<file path="src/rtl/fpu_unpack_norm_if.sv">
// Handshake and operand/result bundle for fpu_unpack_norm.
// master drives operands and out_ready; slave is the unpack/normalise stage.
interface fpu_unpack_norm_if #(
  parameter int EXP_W  = 8,
  parameter int FRAC_W = 23
);
   localparam int W = 1 + EXP_W + FRAC_W;

   logic                    in_valid;
   logic                    in_ready;
   logic [W-1:0]            raw_a;
   logic [W-1:0]            raw_b;
   logic                    out_valid;
   logic                    out_ready;
   logic                    sign_a;
   logic                    sign_b;
   logic signed [EXP_W+1:0] exp_a;
   logic signed [EXP_W+1:0] exp_b;
   logic [FRAC_W:0]         mant_a;
   logic [FRAC_W:0]         mant_b;
   logic [4:0]              cls_a;
   logic [4:0]              cls_b;

   modport master (
      output in_valid, raw_a, raw_b, out_ready,
      input  in_ready, out_valid, sign_a, sign_b, exp_a, exp_b,
             mant_a, mant_b, cls_a, cls_b
   );

   modport slave (
      input  in_valid, raw_a, raw_b, out_ready,
      output in_ready, out_valid, sign_a, sign_b, exp_a, exp_b,
             mant_a, mant_b, cls_a, cls_b
   );
endinterface

</file>
<file path="src/rtl/fpu_unpack_norm.sv">
// FPU front end: unpack and classify an operand pair, then normalise subnormals one bit per cycle.
// Define FPU_DAZ_EN to treat subnormal inputs as signed zero and drop the NORM state.
module fpu_unpack_norm #(
  parameter int EXP_W  = 8,
  parameter int FRAC_W = 23
) (
   input logic clk,
   input logic rst,
   fpu_unpack_norm_if.slave bus
);
   localparam int W  = 1 + EXP_W + FRAC_W;
   localparam int XW = EXP_W + 2;

   // Bit positions inside the {snan, qnan, inf, subn, zero} class vector.
   localparam int C_ZERO = 0;
   localparam int C_SUBN = 1;
   localparam int C_INF  = 2;
   localparam int C_QNAN = 3;
   localparam int C_SNAN = 4;

   typedef enum logic [1:0] {IDLE, NORM, DONE} state_t;

   typedef struct packed {
      logic            sign;
      logic [XW-1:0]   exp;
      logic [FRAC_W:0] mant;
      logic [4:0]      cls;
   } opnd_t;

   function automatic opnd_t unpack(input logic [W-1:0] raw);
      logic [EXP_W-1:0]  e;
      logic [FRAC_W-1:0] f;
      logic              f_zero;
      opnd_t             o;
      e      = raw[W-2:FRAC_W];
      f      = raw[FRAC_W-1:0];
      f_zero = (f == '0);
      o.sign = raw[W-1];
      o.cls  = '0;
      o.exp  = {2'b00, e};
      o.mant = {1'b1, f};
      if (e == '0) begin
         o.exp  = '0;
         o.mant = '0;
`ifdef FPU_DAZ_EN
         o.cls[C_ZERO] = 1'b1;
`else
         if (f_zero) begin
            o.cls[C_ZERO] = 1'b1;
         end else begin
            o.cls[C_SUBN] = 1'b1;
            o.exp         = XW'(1);
            o.mant        = {1'b0, f};
         end
`endif
      end else if (e == '1) begin
         o.mant = {1'b0, f};
         if (f_zero)             o.cls[C_INF]  = 1'b1;
         else if (f[FRAC_W-1])   o.cls[C_QNAN] = 1'b1;
         else                    o.cls[C_SNAN] = 1'b1;
      end
      return o;
   endfunction

   state_t state;
   opnd_t  a_q, b_q;
   opnd_t  a_in, b_in;
   logic   out_valid_q;

   assign a_in = unpack(bus.raw_a);
   assign b_in = unpack(bus.raw_b);

`ifndef FPU_DAZ_EN
   // An operand is finished once its MSB is set, or will be after this cycle's shift.
   logic a_step, b_step, a_done, b_done;
   assign a_step = a_q.cls[C_SUBN] && !a_q.mant[FRAC_W];
   assign b_step = b_q.cls[C_SUBN] && !b_q.mant[FRAC_W];
   assign a_done = !a_step || a_q.mant[FRAC_W-1];
   assign b_done = !b_step || b_q.mant[FRAC_W-1];
`endif

   // NOTE: in_ready is combinational on rst so it is low for the whole reset window.
   assign bus.in_ready  = (state == IDLE) && !rst;
   assign bus.out_valid = out_valid_q;
   assign bus.sign_a    = a_q.sign;
   assign bus.sign_b    = b_q.sign;
   assign bus.exp_a     = a_q.exp;
   assign bus.exp_b     = b_q.exp;
   assign bus.mant_a    = a_q.mant;
   assign bus.mant_b    = b_q.mant;
   assign bus.cls_a     = a_q.cls;
   assign bus.cls_b     = b_q.cls;

   // NOTE: non-blocking assignments only, so every register samples pre-edge values.
   always_ff @(posedge clk) begin
      if (rst) begin
         state       <= IDLE;
         out_valid_q <= 1'b0;
         a_q         <= '0;
         b_q         <= '0;
      end else begin
         case (state)
            IDLE: begin
               if (bus.in_valid) begin
                  a_q <= a_in;
                  b_q <= b_in;
`ifdef FPU_DAZ_EN
                  state       <= DONE;
                  out_valid_q <= 1'b1;
`else
                  if (a_in.cls[C_SUBN] || b_in.cls[C_SUBN]) begin
                     state <= NORM;
                  end else begin
                     state       <= DONE;
                     out_valid_q <= 1'b1;
                  end
`endif
               end
            end
`ifndef FPU_DAZ_EN
            NORM: begin
               if (a_step) begin
                  a_q.mant <= a_q.mant << 1;
                  a_q.exp  <= a_q.exp - XW'(1);
               end
               if (b_step) begin
                  b_q.mant <= b_q.mant << 1;
                  b_q.exp  <= b_q.exp - XW'(1);
               end
               if (a_done && b_done) begin
                  state       <= DONE;
                  out_valid_q <= 1'b1;
               end
            end
`endif
            DONE: begin
               if (bus.out_ready) begin
                  state       <= IDLE;
                  out_valid_q <= 1'b0;
               end
            end
            default: begin
               state       <= IDLE;
               out_valid_q <= 1'b0;
            end
         endcase
      end
   end
endmodule

</file>
<file path="src/flat_wrapper.sv">
// flat-port wrapper written by rule: the top's interface ports become plain ports
module fpu_unpack_norm_flat 
#(
  parameter int EXP_W  = 8,
  parameter int FRAC_W = 23
)
  (clk, rst, bus_in_valid, bus_raw_a, bus_raw_b, bus_out_ready, bus_in_ready, bus_out_valid, bus_sign_a, bus_sign_b, bus_exp_a, bus_exp_b, bus_mant_a, bus_mant_b, bus_cls_a, bus_cls_b);
  fpu_unpack_norm_if #(.EXP_W(EXP_W), .FRAC_W(FRAC_W)) bus_i ();
  input logic clk;
  input logic rst;
  input wire logic [$bits(bus_i.in_valid)-1:0] bus_in_valid;
  input wire logic [$bits(bus_i.raw_a)-1:0] bus_raw_a;
  input wire logic [$bits(bus_i.raw_b)-1:0] bus_raw_b;
  input wire logic [$bits(bus_i.out_ready)-1:0] bus_out_ready;
  output wire logic [$bits(bus_i.in_ready)-1:0] bus_in_ready;
  output wire logic [$bits(bus_i.out_valid)-1:0] bus_out_valid;
  output wire logic [$bits(bus_i.sign_a)-1:0] bus_sign_a;
  output wire logic [$bits(bus_i.sign_b)-1:0] bus_sign_b;
  output wire logic [$bits(bus_i.exp_a)-1:0] bus_exp_a;
  output wire logic [$bits(bus_i.exp_b)-1:0] bus_exp_b;
  output wire logic [$bits(bus_i.mant_a)-1:0] bus_mant_a;
  output wire logic [$bits(bus_i.mant_b)-1:0] bus_mant_b;
  output wire logic [$bits(bus_i.cls_a)-1:0] bus_cls_a;
  output wire logic [$bits(bus_i.cls_b)-1:0] bus_cls_b;
  assign bus_i.in_valid = bus_in_valid;
  assign bus_i.raw_a = bus_raw_a;
  assign bus_i.raw_b = bus_raw_b;
  assign bus_i.out_ready = bus_out_ready;
  assign bus_in_ready = bus_i.in_ready;
  assign bus_out_valid = bus_i.out_valid;
  assign bus_sign_a = bus_i.sign_a;
  assign bus_sign_b = bus_i.sign_b;
  assign bus_exp_a = bus_i.exp_a;
  assign bus_exp_b = bus_i.exp_b;
  assign bus_mant_a = bus_i.mant_a;
  assign bus_mant_b = bus_i.mant_b;
  assign bus_cls_a = bus_i.cls_a;
  assign bus_cls_b = bus_i.cls_b;
  fpu_unpack_norm #(.EXP_W(EXP_W), .FRAC_W(FRAC_W)) u_core (.clk(clk), .rst(rst), .bus(bus_i));
endmodule
</file>
<file path="config.mk">
export PLATFORM = sky130hd
export DESIGN_NAME = fpu_unpack_norm_flat
export DESIGN_NICKNAME = d
export VERILOG_FILES = /design/src/rtl/fpu_unpack_norm_if.sv /design/src/rtl/fpu_unpack_norm.sv /design/src/flat_wrapper.sv
export SDC_FILE = /design/constraint.sdc
export NUM_CORES = 1
export LEC_CHECK = 0
export BUFFER_PORTS_ARGS = -buffer_cell sky130_fd_sc_hd__buf_4
export CELL_PAD_IN_SITES_DETAIL_PLACEMENT = 2
export CELL_PAD_IN_SITES_GLOBAL_PLACEMENT = 2
export CORE_MARGIN = 1
export CORE_UTILIZATION = 27
export DETAILED_ROUTE_END_ITERATION = 12
export PLACE_DENSITY = 0.88
export SYNTH_ARGS = -nofsm -noshare
export SYNTH_HDL_FRONTEND = slang
export SYNTH_SLANG_ARGS = --single-unit
export TNS_END_PERCENT = 1
</file>
<file path="constraint.sdc">
create_clock -name clk -period 2.01 [get_ports clk]
set_input_delay 0.3015 -clock clk [delete_from_list [all_inputs] [get_ports clk]]
set_output_delay 0.3015 -clock clk [all_outputs]
set_load 0.03 [all_outputs]
</file>
## Yosys cells after proc, flatten, opt, wreduce, memory -nomap -nowiden

Cells that the tools add are included.

| operators by class | value |
|---|---|
| $add $sub $neg | 2 |
| multiply operators | 0 |
| divide/modulo/power cells | 0 |
| order comparisons | 0 |
| eq/ne operators | 10 |
| shift operators | 0 |
| mux-type cells | 38 |
| bitwise logic cells | 0 |
| reduce and logical (&&, ||, !) cells | 23 |

Operators with widths:

| kind | count |
|---|---|
| $pmux 34 s2 | 2 |
| $mux 39 | 2 |
| $mux 34 | 2 |
| $mux 27 | 2 |
| $mux 25 | 2 |
| $mux 24 | 2 |
| $logic_not 23->1 | 2 |
| $sub 10x1->10 const B | 2 |
| $eq 8x8->1 const B | 2 |
| $logic_not 8->1 | 2 |
| $mux 2 | 8 |
| $mux 8 | 2 |
| $mux 1 | 12 |
| $reduce_and 3->1 | 3 |
| $mux 3 | 2 |
| $ne 2x1->1 const B | 3 |
| $ne 2x2->1 const B | 3 |
| $pmux 2 s3 | 1 |
| $logic_not 1->1 | 5 |
| $logic_and 1x1->1 | 4 |
| $reduce_and 4->1 | 1 |
| $logic_or 1x1->1 | 3 |
| $pmux 1 s3 | 1 |
| $eq 2x1->1 const B | 1 |
| 4 further kinds | 4 |

| storage, ports and cells | value |
|---|---|
| flip-flop bits (word level) | 83 |
| bits in latches | 0 |
| bits in writable memories | 0 |
| bits in read-only memories | 0 |
| input bits | 68 |
| output and inout bits | 82 |
| logic and storage cells | 83 |
| memories | 0 |

## Longest topological paths before layout

| logic depth | value |
|---|---|
| word-level depth | 7 |
| depth in mapped cells | 8 |
| gate-level depth less buffers | 7 |

## Least setup slack after synthesis

OpenSTA, ideal clock, no wires.

| timing | value |
|---|---|
| kind | reg-to-reg |
| start point | reg u_core.state[1] |
| end point | reg u_core.a_q, in the netlist u_core.bus.cls_a[4] |
| setup time | 101 ps |
| data arrival time | 1805 ps |
| data required time | 1909 ps |
| path slack | 104 ps |
| stages on the path, launching flop included | 5 |
| buffers on the path | 1 |
| period minus slack after synthesis | 1906 ps |
| path through | dfxtp_1 buf_2 nor3_1 nand2_1 o41ai_1 |

| between the ends | value |
|---|---|
| word-level cells in the longest chain between the ends | 2 |

RTL lines:

| what | RTL line | RTL |
|---|---|---|
| start: declaration | fpu_unpack_norm.sv:65 | `state_t state;` |
| start signal: assignment | fpu_unpack_norm.sv:97 | `state <= IDLE;` |
| start signal: assignment | fpu_unpack_norm.sv:112 | `state <= NORM;` |
| start signal: assignment | fpu_unpack_norm.sv:114 | `state <= DONE;` |
| $logic_not 2->1 | fpu_unpack_norm.sv:102 | `case (state)` |
| $reduce_and 2->1 (no line) | n/a |  |
| end signal: assignment | fpu_unpack_norm.sv:105 | `a_q <= a_in;` |
| end: declaration | fpu_unpack_norm.sv:66 | `opnd_t a_q, b_q;` |

No other way between the ends.
A chain may end at the register's enable or synchronous reset.

## Final worst setup path

| timing | value |
|---|---|
| start point | reg u_core.state[1] |
| end point | out bus_in_ready |

| between the ends | value |
|---|---|
| word-level cells in the longest chain between the ends | 2 |

RTL lines:

| what | RTL line | RTL |
|---|---|---|
| $logic_not 2->1 | fpu_unpack_norm.sv:83 | `assign bus.in_ready = (state == IDLE) && !rst;` |
| $logic_and 1x1->1 | fpu_unpack_norm.sv:83 |  |
| end: declaration | flat_wrapper.sv:15 | `output wire logic [$bits(bus_i.in_ready)-1:0] bus_in_ready;` |

No other way between the ends.

==> results.cfg <==
[yosys]
synth_nets = 590
yosysWarningCount = 0
synth.most_common_cell = dfxtp_1
synth_common_cells = dfxtp_1, nor2_1, nand2_1
synth_area_leaders = dfxtp_1, a311oi_1, nor2_1
synth_top_area_cell = dfxtp_1
yosysSeqAreaShare = 0.409
ys_seq_elements = 83
avgSynthCellArea_um2 = 7.81
syn_inst = 520
synth_edf_count = 0
ys_types = 47
netlist_area_um2 = 4060
async_flop_share = 0
synth_ff_type = dfxtp_1
post-synth-top-area-fraction = 0.409

[clock_network]
clock_sink_count = 83
cts_setup_buffers = 0
ctsRootBufferMaster = clkbuf_16
cts_tree = yes
cts_resized = 0
htreeDepth = 3
cts_hold_buf = 0
numCtsBuffers = 9
clock_path_buffers = 2
insertion_delay_ns = 0.34
clk_pin_slew_worst_paths_ns = 0.06

[drt]
wire_per_inst_um = 20.1
routed_via_density = 5.54
antenna_left = 0
vias = 4654
drc = 0
drtIter0Drc = 204
finalWirelength_um = 16900
drt_pass1_iterations = 4

[critical_path]
path_class = flop to output port
worst_r2r_path_depth = 5
timing.rr.start = u_core.state[0]$_SDFFE_PP0P_
crit_path_start = u_core.state[1]$_SDFFE_PP0P_
cp-end-kind = output port
start_kind = flop
crit_required_ns = 1.71
critPathCapture = bus_in_ready
r2r_slack_ns = 0.21
r2r_end = u_core.bus.exp_b[4]$_SDFFE_PP0P_
cp.arrival_ns = 1.56
critical_path_peak_fanout = 6

[finish]
final_nets = 721
syn_to_final_growth_pct = 40.0
final_util = 0.389
diodes = 0
fill_cells = 1676
seqCellArea_um2 = 1660
multi_input_area_um2 = 2200
layout-drive-gt1-share = 0.291

[placed_design]
port_buffers = 149
dp_hpwl_um = 12300
gp_congestion = 0.804

[timing]
final-hold-violation-count = 0
fmax_ghz = 0.536
slew_headroom = 0.641
finalCriticalPeriod_ns = 1.87
slew_violations = 0
worstMarginPinSlew_ns = 0.539
rsz0062_at_grt = no
fin_crit_sh = 0.928
clock-skew-final_ns = 0.00846
setup_viol = 0

[global_route]
antenna_found_initial = 0
gr-total-overflow = 0
grt_pass1_wl_um = 27000
grt_pass1_vias = 4983
grt_use_total = 0.219
grt_max_degree = 59

[worst_hold_path]
min_path_type = primary input to flop

[die]
fp.dieArea_um2 = 15500
core_um2 = 14600
fp-row-count = 44
die_w_um = 125
initial_core_util = 0.278
die_h_um = 125
io_pins = 150

[flow_run]
drv_cap = 0

[power_and_ir_drop]
p_per_area_nw_per_um2 = 817
peakVddDrop_v = 0.000350
p_total_w = 0.00464
p_leak_nw = 2.26

[run_status]
status = completed
worst max-delay path, stage by stage, from the launching register on:
cell	delay, ns
dfxtp_1	0.40
buf_4	0.20
nor3_1	0.37
buf_4	0.24
through the flow:
stage	setup slack [ns]	std cells	TNS [ns]	instance area (um^2)	hold WS [ns]
floorplan	0.104	520	0	4060	0.403
detailed placement	-0.00719	824	-0.00719	5380	0.462
global route	0.0600	840	0	5680	0.188
finish	0.145	840	0	5680	0.189
global placement	0.0555	824	0	5380	0.445
CTS	0.111	840	0	5680	0.186
sequential cells by signal, indices dropped and copies added, names as in the netlist:
register,count
u_core.bus.exp_a,10
u_core.bus.sign_a,1
u_core.bus.mant_a,24
u_core.bus.cls_a,5
u_core.bus.sign_b,1
u_core.bus.cls_b,5
u_core.bus.exp_b,10
u_core.state,2
u_core.bus.out_valid,1
u_core.bus.mant_b,24
power breakdown:
part,internal [W],switching [W],total [W]
Combinational,0.000409,0.000635,0.00104
Sequential,0.00176,0.000120,0.00188
Clock,0.00103,0.000686,0.00172
Total,0.00320,0.00144,0.00464
cells by family after synthesis:
logic type      synth area share
compound gates             0.223
xor+xnor                  0.0129
fa+ha+maj                0.00616
buf+inv                   0.0543
flops                      0.409
simple gates               0.294
layout by cell type (no fill, tap or decap), types with 3 or more instances in the layout:
master,Yosys,routed
nand3b_1,5,5
and2_1,4,4
inv_1,7,7
a22oi_1,3,3
nand4_1,7,7
xnor2_1,3,3
nand2_1,69,69
a211oi_1,5,5
nor3_1,12,12
nor4_1,17,17
a22o_1,6,6
buf_4,1,162
nand3_1,49,49
a21oi_1,26,26
xor2_1,3,3
a221oi_1,3,3
o21ai_0,15,15
clkbuf_16,0,9
dfxtp_1,83,83
nor2_1,76,76
a311oi_1,48,48
area by class of cell:
type	count	share of cell area
clock buffers	12	0.0451
inverters	7	0.00462
clock inverters	4	0.00859
well taps	184	0.0405
multi-input cells	386	0.388
flip-flops and latches	83	0.292
repair buffers	164	0.221
how the worst min path moves through the flow:
stage                                           from                               end  cells past startpoint
floorplan                              bus_raw_b[22]  u_core.bus.cls_b[4]$_SDFFE_PP0P_                      1
global placement    u_core.bus.cls_b[4]$_SDFFE_PP0P_  u_core.bus.cls_b[4]$_SDFFE_PP0P_                      2
detailed placement  u_core.bus.cls_b[4]$_SDFFE_PP0P_  u_core.bus.cls_b[4]$_SDFFE_PP0P_                      2
CTS                                    bus_raw_b[22]  u_core.bus.cls_b[4]$_SDFFE_PP0P_                      2
global route                           bus_raw_b[22]  u_core.bus.cls_b[4]$_SDFFE_PP0P_                      2
finish                                 bus_raw_b[22]  u_core.bus.cls_b[4]$_SDFFE_PP0P_                      2
metal layers:
layer  wire (um)  track usage  part of all wire
met3         750       0.0399             0.044
met4         375       0.0914             0.022
met2        8520        0.380              0.50
met5           0            0                 0
met1        7230        0.263              0.43
(Power assumes the default switching activity.)
